$ cat src/rtl/vm_request_sequencer.sv
`default_nettype none
// ============================================================================
// Module   : vm_request_sequencer
// Purpose  : Front-end controller for the vending machine FSM. It turns raw
//            coin/coffee/sprite levels into rising-edge requests and holds
//            them in one-deep pending flags. It grants one request at a time
//            as a single-cycle pulse, then waits for the vending FSM to react.
//            When the FSM reports a product-out condition, it runs a timed
//            dispense-motor pulse and blocks further grants until it ends.
// Ports    : clk, rst (sync, active-high)
//            i_coin_raw, i_coffee_raw, i_sprite_raw : raw input levels
//            i_vm_coffee, i_vm_sprite               : product-out from FSM
//            o_coin, o_coffee, o_sprite             : one-cycle grant pulses
//            o_motor_coffee, o_motor_sprite         : dispense motor drives
//            o_busy                                 : sequencer not idle
//            o_drop                                 : a request was lost
// Revision : 1.0 - initial release
// ============================================================================
module vm_request_sequencer #(
    parameter int GAP_CYC   = 2,
    parameter int MOTOR_CYC = 8,
    parameter int CNT_W     = 4
) (
    input  logic clk,
    input  logic rst,
    input  logic i_coin_raw,
    input  logic i_coffee_raw,
    input  logic i_sprite_raw,
    input  logic i_vm_coffee,
    input  logic i_vm_sprite,
    output logic o_coin,
    output logic o_coffee,
    output logic o_sprite,
    output logic o_motor_coffee,
    output logic o_motor_sprite,
    output logic o_busy,
    output logic o_drop
);

    localparam logic [1:0] c_S_IDLE     = 2'd0;
    localparam logic [1:0] c_S_ISSUE    = 2'd1;
    localparam logic [1:0] c_S_WAIT     = 2'd2;
    localparam logic [1:0] c_S_DISPENSE = 2'd3;

    localparam logic [1:0] c_G_COIN   = 2'd0;
    localparam logic [1:0] c_G_COFFEE = 2'd1;
    localparam logic [1:0] c_G_SPRITE = 2'd2;

    localparam logic [CNT_W-1:0] c_GAP_LOAD   = CNT_W'(GAP_CYC - 1);
    localparam logic [CNT_W-1:0] c_MOTOR_LOAD = CNT_W'(MOTOR_CYC - 1);

    logic             r_prev_coin, r_prev_coffee, r_prev_sprite;
    logic             r_pend_coin, r_pend_coffee, r_pend_sprite;
    logic [1:0]       r_state, w_state_nxt;
    logic [1:0]       r_grant, w_grant_nxt;
    logic [CNT_W-1:0] r_cnt, w_cnt_nxt;
    logic             r_coin, r_coffee, r_sprite;
    logic             w_coin_nxt, w_coffee_nxt, w_sprite_nxt;
    logic             r_motor_coffee, r_motor_sprite;
    logic             w_motor_coffee_nxt, w_motor_sprite_nxt;
    logic             r_busy, r_drop;

    logic w_rise_coin, w_rise_coffee, w_rise_sprite;
    logic w_gnt_coin, w_gnt_coffee, w_gnt_sprite;
    logic w_drop;

    assign w_rise_coin   = i_coin_raw   & ~r_prev_coin;
    assign w_rise_coffee = i_coffee_raw & ~r_prev_coffee;
    assign w_rise_sprite = i_sprite_raw & ~r_prev_sprite;

    // A source counts as granted during the ISSUE cycle; its pend clears at
    // the end of that cycle unless a fresh press arrives at the same time.
    assign w_gnt_coin   = (r_state == c_S_ISSUE) && (r_grant == c_G_COIN);
    assign w_gnt_coffee = (r_state == c_S_ISSUE) && (r_grant == c_G_COFFEE);
    assign w_gnt_sprite = (r_state == c_S_ISSUE) && (r_grant == c_G_SPRITE);

    // Any press arriving on an already-pending, non-granted source is lost;
    // several at once collapse into one pulse.
    assign w_drop = (w_rise_coin   & r_pend_coin   & ~w_gnt_coin)   |
                    (w_rise_coffee & r_pend_coffee & ~w_gnt_coffee) |
                    (w_rise_sprite & r_pend_sprite & ~w_gnt_sprite);

    // State register and all registered outputs.
    always_ff @(posedge clk) begin
        if (rst) begin
            r_state        <= c_S_IDLE;
            r_grant        <= c_G_COIN;
            r_cnt          <= '0;
            // History starts high so a level held through reset is ignored.
            r_prev_coin    <= 1'b1;
            r_prev_coffee  <= 1'b1;
            r_prev_sprite  <= 1'b1;
            r_pend_coin    <= 1'b0;
            r_pend_coffee  <= 1'b0;
            r_pend_sprite  <= 1'b0;
            r_coin         <= 1'b0;
            r_coffee       <= 1'b0;
            r_sprite       <= 1'b0;
            r_motor_coffee <= 1'b0;
            r_motor_sprite <= 1'b0;
            r_busy         <= 1'b0;
            r_drop         <= 1'b0;
        end else begin
            r_state        <= w_state_nxt;
            r_grant        <= w_grant_nxt;
            r_cnt          <= w_cnt_nxt;
            r_prev_coin    <= i_coin_raw;
            r_prev_coffee  <= i_coffee_raw;
            r_prev_sprite  <= i_sprite_raw;
            r_pend_coin    <= w_rise_coin   | (r_pend_coin   & ~w_gnt_coin);
            r_pend_coffee  <= w_rise_coffee | (r_pend_coffee & ~w_gnt_coffee);
            r_pend_sprite  <= w_rise_sprite | (r_pend_sprite & ~w_gnt_sprite);
            r_coin         <= w_coin_nxt;
            r_coffee       <= w_coffee_nxt;
            r_sprite       <= w_sprite_nxt;
            r_motor_coffee <= w_motor_coffee_nxt;
            r_motor_sprite <= w_motor_sprite_nxt;
            r_busy         <= (w_state_nxt != c_S_IDLE);
            r_drop         <= w_drop;
        end
    end

    // Next-state and next-output logic. The grant pulse is registered on the
    // transition into ISSUE so it is high exactly during the ISSUE cycle.
    always_comb begin
        w_state_nxt        = r_state;
        w_grant_nxt        = r_grant;
        w_cnt_nxt          = r_cnt;
        w_coin_nxt         = 1'b0;
        w_coffee_nxt       = 1'b0;
        w_sprite_nxt       = 1'b0;
        w_motor_coffee_nxt = r_motor_coffee;
        w_motor_sprite_nxt = r_motor_sprite;

        case (r_state)
            c_S_IDLE: begin
                if (r_pend_coin) begin
                    w_grant_nxt = c_G_COIN;
                    w_coin_nxt  = 1'b1;
                    w_state_nxt = c_S_ISSUE;
                end else if (r_pend_coffee) begin
                    w_grant_nxt  = c_G_COFFEE;
                    w_coffee_nxt = 1'b1;
                    w_state_nxt  = c_S_ISSUE;
                end else if (r_pend_sprite) begin
                    w_grant_nxt  = c_G_SPRITE;
                    w_sprite_nxt = 1'b1;
                    w_state_nxt  = c_S_ISSUE;
                end
            end

            c_S_ISSUE: begin
                w_cnt_nxt   = c_GAP_LOAD;
                w_state_nxt = c_S_WAIT;
            end

            c_S_WAIT: begin
                if (i_vm_coffee) begin
                    w_motor_coffee_nxt = 1'b1;
                    w_cnt_nxt          = c_MOTOR_LOAD;
                    w_state_nxt        = c_S_DISPENSE;
                end else if (i_vm_sprite) begin
                    w_motor_sprite_nxt = 1'b1;
                    w_cnt_nxt          = c_MOTOR_LOAD;
                    w_state_nxt        = c_S_DISPENSE;
                end else if (r_cnt == '0) begin
                    w_state_nxt = c_S_IDLE;
                end else begin
                    w_cnt_nxt = r_cnt - 1'b1;
                end
            end

            c_S_DISPENSE: begin
                if (r_cnt == '0) begin
                    w_motor_coffee_nxt = 1'b0;
                    w_motor_sprite_nxt = 1'b0;
                    w_state_nxt        = c_S_IDLE;
                end else begin
                    w_cnt_nxt = r_cnt - 1'b1;
                end
            end

            default: begin
                w_state_nxt = c_S_IDLE;
            end
        endcase
    end

    assign o_coin         = r_coin;
    assign o_coffee       = r_coffee;
    assign o_sprite       = r_sprite;
    assign o_motor_coffee = r_motor_coffee;
    assign o_motor_sprite = r_motor_sprite;
    assign o_busy         = r_busy;
    assign o_drop         = r_drop;

endmodule
`default_nettype wire

$ cat config.mk
export PLATFORM = sky130hd
export DESIGN_NAME = vm_request_sequencer
export DESIGN_NICKNAME = d
export VERILOG_FILES = /design/src/rtl/vm_request_sequencer.sv
export SDC_FILE = /design/constraint.sdc
export NUM_CORES = 1
export LEC_CHECK = 0
export BUFFER_PORTS_ARGS = -buffer_cell sky130_fd_sc_hd__buf_2
export CAP_MARGIN = 40
export CORE_MARGIN = 2
export CORE_UTILIZATION = 29
export CTS_CLUSTER_SIZE = 25
export DETAILED_ROUTE_END_ITERATION = 8
export SETUP_SLACK_MARGIN = 0.02
export SLEW_MARGIN = 10
export SYNTH_ARGS = -nofsm -noshare
export SYNTH_HDL_FRONTEND = slang
export SYNTH_SLANG_ARGS = --single-unit
export TNS_END_PERCENT = 5
$ cat constraint.sdc
create_clock -name clk -period 1.9 [get_ports clk]
set_input_delay 0.095 -clock clk [delete_from_list [all_inputs] [get_ports clk]]
set_output_delay 0.095 -clock clk [all_outputs]
set_load 0.02 [all_outputs]
; ---- Word level (Yosys, flattened, before mapping)
; Cells that the tools add are included.
[word_totals]
ff_bits = 21
in_bits = 7
output_inout_bits = 7
[op_classes]
n_addsub = 1
eq_ne = 9
n_mux = 23
bitwise = 24
n_reduce_logical = 16
[ops]
columns = cell, n
row1 = 2-bit two-way mux, 9
row2 = 1-bit bitwise AND, 12
row3 = 4-bit two-way mux, 3
row4 = 4-bit case mux with 3 select lines, 1
row5 = "2-bit inequality test, second input constant", 4
row6 = 2-bit case mux with 4 select lines, 1
row7 = 1-bit two-way mux, 7
row8 = 1-bit inverter, 7
row9 = "2-bit == test, second input constant", 3
row10 = 3-bit nonzero test, 2
row11 = 1-bit bitwise OR, 5
row12 = "2-bit by 1-bit == test with 1-bit output, second input constant", 2
row13 = 2-bit zero test, 2
row14 = 4-bit zero test, 1
row15 = 1-bit case mux with 2 select lines, 2
row16 = 4-bit AND reduction, 1
row17 = 2-bit nonzero test, 2
row18 = 4-bit OR reduction, 1
row19 = "4-bit by 1-bit subtractor with 4-bit output, second input constant", 1
row20 = 1-bit logical AND, 3
row21 = 3-bit AND reduction, 1
row22 = 3-bit OR reduction, 1
row23 = 2-bit AND reduction, 1
row24 = 2-bit OR reduction, 1

; ---- Depth between registers and ports, before layout
; Gate-level depths: netlist of the first run.
[logic_depth]
ltp_word = 6
depth_mapped = 5
mapped_depth_nobuf = 5

; ---- Worst setup path after synthesis of the first run
; No wires, ideal clock.
[synth_timing]
kind = register to register
start = register r_cnt[0]
end = register r_cnt[0]
arrival_time_ns = 1.173
slack_ns = 0.636
path_stages_with_launch = 5
n_path_buf = 0
period_less_slack_ns = 1.264
cell_sequence = dfxtp_1 inv_1 ha_1 or3b_1 a311oi_1
[synth_via]
elab_chain_len = 5
elab_cells_between_ends = 6
cone_classes = 1 x add/sub / 4 x mux / 1 x reduce/logical
[synth_rtl]
columns = item, line
row1 = from (decl), 56  ; logic [CNT_W-1:0] r_cnt, w_cnt_nxt;
row2 = from (signal assigned), 106  ; r_cnt <= w_cnt_nxt;
row3 = 4-bit by 1-bit subtractor with 4-bit output or 4-bit zero test (tied branches), n/a
row4 = 4-bit two-way mux (*), "166, 174"
row5 = 4-bit two-way mux, 162  ; end else if (i_vm_sprite) begin
row6 = 4-bit two-way mux, 158  ; if (i_vm_coffee) begin
row7 = 4-bit case mux with 3 select lines (*), 135  ; case (r_state)
; Mark *: on every way between the ends. The rest lies on a longest branch, timed or not.
; A chain may end at the register's enable or synchronous reset.

; ---- Worst setup path in the final report of the first run
; Ends and elaborated chain as after synthesis.

==> results of run 1 <==
## how the worst min path moves through the flow
stage,start,endpoint,slack (ns),cells after the start
6_report,i_vm_coffee,o_motor_coffee,0.04,3
5_1_grt,i_vm_coffee,o_motor_coffee,0.08,3
4_1_cts,i_vm_coffee,o_motor_coffee,0.04,3
3_5_place_dp,i_coin_raw,r_prev_coin,0.29,2
3_3_place_gp,i_coin_raw,r_prev_coin,0.29,2
2_1_floorplan,i_coffee_raw,r_prev_coffee,0.20,1
## power groups by stage
stage / logic, mW / clock network [mW] / registers [mW]
after floorplan: 0.311 / 0 / 0.578
after global placement: 0.380 / 0 / 0.586
after detailed placement: 0.394 / 0 / 0.589
after CTS: 0.404 / 0.228 / 0.579
after global routing: 0.449 / 0.242 / 0.593
final: 0.401 / 0.217 / 0.582
## worst max-delay path: cells and delay by family (launching register included)
| kind | cells | cell delay, ns |
|---|---|---|
| flip-flops | 1 | 0.34 |
| adder cells (fa/ha/maj) | 1 | 0.23 |
| buffers and inverters | 1 | 0.09 |
| AND/OR/NAND/NOR | 1 | 0.23 |
| AO/OA/AOI/OAI | 2 | 0.48 |
## per-layer routing
| layer | vias to the layer above | track usage |
|---|---|---|
| li1 | 385 | - |
| met4 | 0 | 0.0195 |
| met2 | 25 | 0.190 |
| met5 | - | 0 |
| met3 | 0 | 0.0415 |
| met1 | 353 | 0.146 |
## cell families (layout without fill, tap and decap cells)
logic type	count (synthesis)	after routing	share of synthesized area
buffers and inverters	7	23	0.0328
multiplexers	1	1	0.0114
adder cells (fa/ha/maj)	1	1	0.0143
AO/OA/AOI/OAI	24	24	0.157
AND/OR/NAND/NOR	44	44	0.305
flip-flops	21	21	0.479
## cells in the final DEF, fill, tap and decap left out
cell           instances
and2b_4                1
nand3_1                4
a21o_1                 1
or3_1                  1
or3b_1                 1
ha_1                   1
mux2i_1                1
nand4b_1               1
or2_1                  1
buf_2                 13
nor3b_1                1
nor4b_1                1
nor2b_1                4
inv_1                  3
clkinv_2               1
nand2_1                5
a21oi_1               10
clkbuf_4               3
nand3b_1               4
or2_2                  4
or4b_1                 1
a311oi_1               1
o31ai_1                1
a31oi_1                4
nand4bb_1              3
a221oi_1               1
o21ai_0                6
dfxtp_1               21
nor2_1                 9
nor3_1                 3
dlygate4sd3_1          3
## per-stage QoR
step / util / setup slack, ns / cell area, um2 / total power, mW
after floorplan: - / 0.636 / 877 / 0.888
after global placement: 0.343 / 0.541 / 963 / 0.966
after detailed placement: 0.343 / 0.476 / 963 / 0.984
after CTS: 0.364 / 0.425 / 1020 / 1.21
after global routing: 0.364 / 0.327 / 1020 / 1.28
final: 0.364 / 0.398 / 1020 / 1.20
## repair_timing
item | in CTS | in global routing
gates resized for setup | 0 | 0
hold buffers | 3 | 0
endpoints found under the hold margin | 3 | 0
## cell type report
class	count	area (um2)
timing repair buffer	16	95.1
sequential	21	420
multi-input combinational	70	428
fill	306	1780
tap	31	38.8
inverter	3	11.3
clock buffer	3	22.5
clock inverter	1	5.00
==> metrics.md, run 1 <==
| Metric | Value |
|---|---|
| Outcome | `finished, final reports clean` |
| Initial detailed-routing violation count | `19` |
| Gpl congestion | `0.741` |
| Row cnt | `19` |
| Clock latency on the worst-skew pair | `0.31 ns` |
| Antenna Cells | `0` |
| Post-CTS setup buffers | `0` |
| Final Hold Vio Count | `0` |
| Die Span X | `59.0 um` |
| Clock power share | `0.181` |
| Syn Nets | `between 100 and 150` |
| Met3 WL | `103 um` |
| Worst EP arrival | `1.68 ns` |
| Clock Skew | `roughly 0.004 ns` |
| Sequential area share after synthesis | `0.479` |
| HP Class | `primary input to flop` |
| Number of synthesized flops with an enable pin | `0` |
| Mapped Area | `approximately 880 um2` |
| Power density over the cells | `1170 nW/um2` |
| Minimum clock period | `1.50 ns` |
| WL met2 | `858 um` |
| Port bufs | `13` |
| Top post-synthesis cells by area | `dfxtp_1, a21oi_1, nor2_1` |
| Final setup fails | `0` |
| Worst Tran Pin Value | `0.409 ns` |
| Synth warnings | `0` |
| Synth-to-layout area growth | `16.4%` |
| Final period util | `0.791` |
| WL/cell | `about 12 um` |
| Distinct cells, synth | `29` |
| Clk sinks | `21` |
| Top Metal Used | `met3` |
| Worst Setup SP | `r_cnt[0]` |
| Final layout net count | `between 100 and 150` |
| Flop pwr share | `0.485` |
| Peak Freq | `about 670 MHz` |
| Synth area leader | `dfxtp_1` |
| Inserted Clock Buffers | `3` |
| Post-synth top cells | `dfxtp_1, a21oi_1, nor2_1` |
| Largest net degree at the start of global routing | `23` |
| Initial Util | `0.313` |
| Reg-to-Reg End | `r_cnt[0]` |
| Vias in the first global route | `just over 700` |
| Comb pwr share | `0.334` |
| Largest register FFs | `4` |
| CP Class | `flop to flop` |
| Path depth of the worst reg2reg path | `5` |
| Maxcap violations | `0` |
| Synthesis-stage register bit count | `21` |
| Switching share of total power | `0.368` |
| CTS Buffer Depth | `2` |
| Placed Cells | `138` |
| WL met1 | `783 um` |
| CTS tree | `yes` |
| Die Y | `a little under 60 um` |
| Min Hold Slack | `0.0445 ns` |
| Root Buffer | `clkbuf_4` |
| Largest regs | `r_cnt x4, r_grant x2, r_state x2` |
| Crit end category | `flop` |
| WL final | `1750 um` |
| Unrepaired setup endpoints after global routing | `no` |
| Total track usage | `0.115` |
| Ys async rst share | `0` |
| CP cell instances | `inv_1 -> ha_1 -> nand4bb_1 -> a221oi_1 -> a311oi_1` |
| R2r startpoint | `r_cnt[0]` |
| Setup TNS Final | `0 ns` |
| NetSw | `between 0.4 and 0.5 mW` |
| Relative slew slack | `0.727` |
| Die ar. | `3480 um2` |
| Core ar. | `around 2800 um2` |
| Internal power | `0.758 mW` |
| Antenna violations before repair | `0` |
| Crit path max fanout | `6` |
| CP max-delay cell | `a221oi_1` |
| Peak VDD IR | `0.479 mV` |
| Max-slew violations | `0` |
| Slowest cell delay on critical path | `0.39 ns` |
| Share of the synthesized area in the top cell type | `0.479` |
| Drt first pass iters | `5` |
| Post-Syn Instances | `98` |
| H-tree levels | `1` |
| Crit path capture | `r_cnt[0]` |
| Post-DP HPWL | `1250 um` |
| Reg clk slew, reported paths | `0.11 ns` |
| Leakage power | `0.392 nW` |
| Most common cell in the netlist | `dfxtp_1` |
| Congestion Overflow GR | `0` |
| CP required | `2.08 ns` |
| CP Launch Type | `flop` |
| Antenna Violating Nets Remaining | `0` |
| Largest reg by FF count | `r_cnt` |
| Via count | `763` |
| Via density | `5.26` |
| R2R Setup Slk | `0.40 ns` |
| Drt drc | `0` |
| Synth Flop Type | `dfxtp_1` |
| Top Ports | `14` |
| Syn_area_per_cell | `approximately 8.9 um2` |
| Ratio of cells with drive above 1 in the final layout | `0.193` |
| First-pass GRT wire length | `3100 um` |
| Final std cells w/o fill | `~150` |
Note: power is estimated with default switching activity, not from simulation.
==> run 2: changes to the inputs <==
==> constraint.sdc (replaced) <==
create_clock -name clk -period 1.4 [get_ports clk]
set_input_delay 0.07 -clock clk [delete_from_list [all_inputs] [get_ports clk]]
set_output_delay 0.07 -clock clk [all_outputs]
set_load 0.02 [all_outputs]
==> metrics.md, run 2 (synthesis results as in run 1) <==
| Metric | Value |
|---|---|
| Crit end category | `flop` |
| Antenna violations before repair | `0` |
| CP max-delay cell | `or3b_4` |
| Worst Setup Slack, final | `0.0578 ns` |
| Row cnt | `19` |
| Root Buffer | `clkbuf_4` |
| Final period util | `0.959` |
| Synth-to-layout area growth | `23.8%` |
| Die Y | `59.0 um` |
| Ratio of cells with drive above 1 in the final layout | `0.265` |
| Vias in the first global route | `703` |
| Peak Freq | `between 700 and 800 MHz` |
| Leakage power | `~0.4 nW` |
| CP required | `1.63 ns` |
| Initial Util | `0.313` |
| CTS tree | `yes` |
| Top Ports | `14` |
| H-tree levels | `1` |
| Final std cells w/o fill | `148` |
| Commonest non-fill, non-tap cell in the layout | `dfxtp_1` |
| Commonest non-fill, non-tap cells in the layout | `dfxtp_1, buf_2, a21oi_1` |
| Peak VDD IR | `0.565 mV` |
| Worst EP arrival | `1.57 ns` |
| Crit path max fanout | `5` |
| Post-CTS setup buffers | `0` |
| Via count | `748` |
| Max-slew violations | `0` |
| Inserted Clock Buffers | `3` |
| Drt first pass iters | `4` |
| Antenna Violating Nets Remaining | `0` |
| Buf/Inv on CP | `1` |
| Total Power | `roughly 1.8 mW` |
| Via density | `between 5 and 6` |
| Relative slew slack | `0.757` |
| Post-DP HPWL | `1250 um` |
| WL final | `between 1500 and 2000 um` |
| Maxcap violations | `0` |
| Clock latency on the worst-skew pair | `between 0.3 and 0.4 ns` |
| HP Class | `primary input to flop` |
| Worst Tran Pin Value | `~0.36 ns` |
| WL/cell | `12.6 um` |
| Port bufs | `13` |
| Largest net degree at the start of global routing | `23` |
| Design Area, Final | `between 1000 and 1500 um2` |
| CP cell instances | `inv_2 -> ha_4 -> or3b_4 -> a311oi_1` |
| CTS Buffer Depth | `2` |
| Final setup fails | `0` |
| First-pass GRT wire length | `3110 um` |
| Slowest cell delay on critical path | `about 0.39 ns` |
| Placed Cells | `141` |
| Initial detailed-routing violation count | `9` |
| Total track usage | `0.119` |
| CP Class | `flop to flop` |
| Congestion Overflow GR | `0` |
| Outcome | `finished, final reports clean` |
| Unrepaired setup endpoints after global routing | `yes` |
| Drt drc | `0` |
| Core ar. | `2810 um2` |
| Largest regs | `r_cnt x4, r_grant x2, r_state x2` |
| Final Hold Vio Count | `0` |
| Top delay family on crit path | `simple AND/OR/NAND/NOR gates` |
| Die ar. | `3480 um2` |
| Antenna Cells | `0` |
| Minimum clock period | `1.34 ns` |
| Power density over the cells | `between 1500 and 2000 nW/um2` |
| Reg clk slew, reported paths | `roughly 0.11 ns` |
| Pre-CTS WS | `-0.0328 ns` |
| DP Area | `a little under 1000 um2` |
| Clock Skew | `around 0.015 ns` |
| Final layout net count | `between 100 and 150` |
| Largest register FFs | `4` |
| CP Launch Type | `flop` |
| Largest reg by FF count | `r_cnt` |
| Clk sinks | `21` |
| Die Span X | `59.0 um` |
| Gpl congestion | `around 0.77` |
| Min Hold Slack | `0.0277 ns` |
-- run 2: worst reg2reg max path, cell delays in order, from the launching register on --
cell	delay, ns
dfxtp_1	0.36
inv_2	0.09
ha_4	0.18
or3b_4	0.40
a311oi_1	0.24
-- run 2: worst paths after layout --
| kind | slack [ns] | startpoint | cells past startpoint | to |
|---|---|---|---|---|
| max | 0.06 | r_cnt[0] | 4 | r_cnt[0] |
| min | 0.03 | i_vm_coffee | 3 | o_motor_coffee |
| max reg2reg | 0.06 | r_cnt[0] | 4 | r_cnt[0] |
| min reg2reg | 0.48 | o_motor_sprite | 2 | o_motor_sprite |
-- run 2: metal layers --
| layer | share of wire | GRT usage |
|---|---|---|
| met3 | 0.040 | 0.0393 |
| met2 | 0.49 | 0.200 |
| met4 | 0.012 | 0.0325 |
| met1 | 0.45 | 0.145 |
| met5 | 0 | 0 |
-- run 2: cell type report --
class / count / area, um2
clock inverter: 1 / 7.51
timing repair buffer: 19 / 118
clock buffer: 3 / 22.5
sequential: 21 / 420
tap: 31 / 38.8
inverter: 3 / 11.3
fill: 296 / 1720
multi-input combinational: 70 / 468
-- run 2: what timing repair did --
item | CTS | global route
hold buffers | 3 | 0
endpoints found under the hold margin | 3 | 0
endpoints found under the setup margin | 1 | 6
gates resized for setup | 4 | 3
cloned | 0 | 0
-- run 2: power by group --
part | total, mW | switching [mW] | internal, mW
sequential | 0.782 | 0.0928 | 0.689
clock | 0.310 | 0.200 | 0.109
combinational | 0.714 | 0.374 | 0.340
-- run 2: metrics by stage --
step | TNS, ns | utilization
floorplan | 0 | -
global placement | 0 | 0.351
detailed placement | -0.0328 | 0.351
CTS | 0 | 0.385
global route | 0 | 0.387
finish | 0 | 0.387
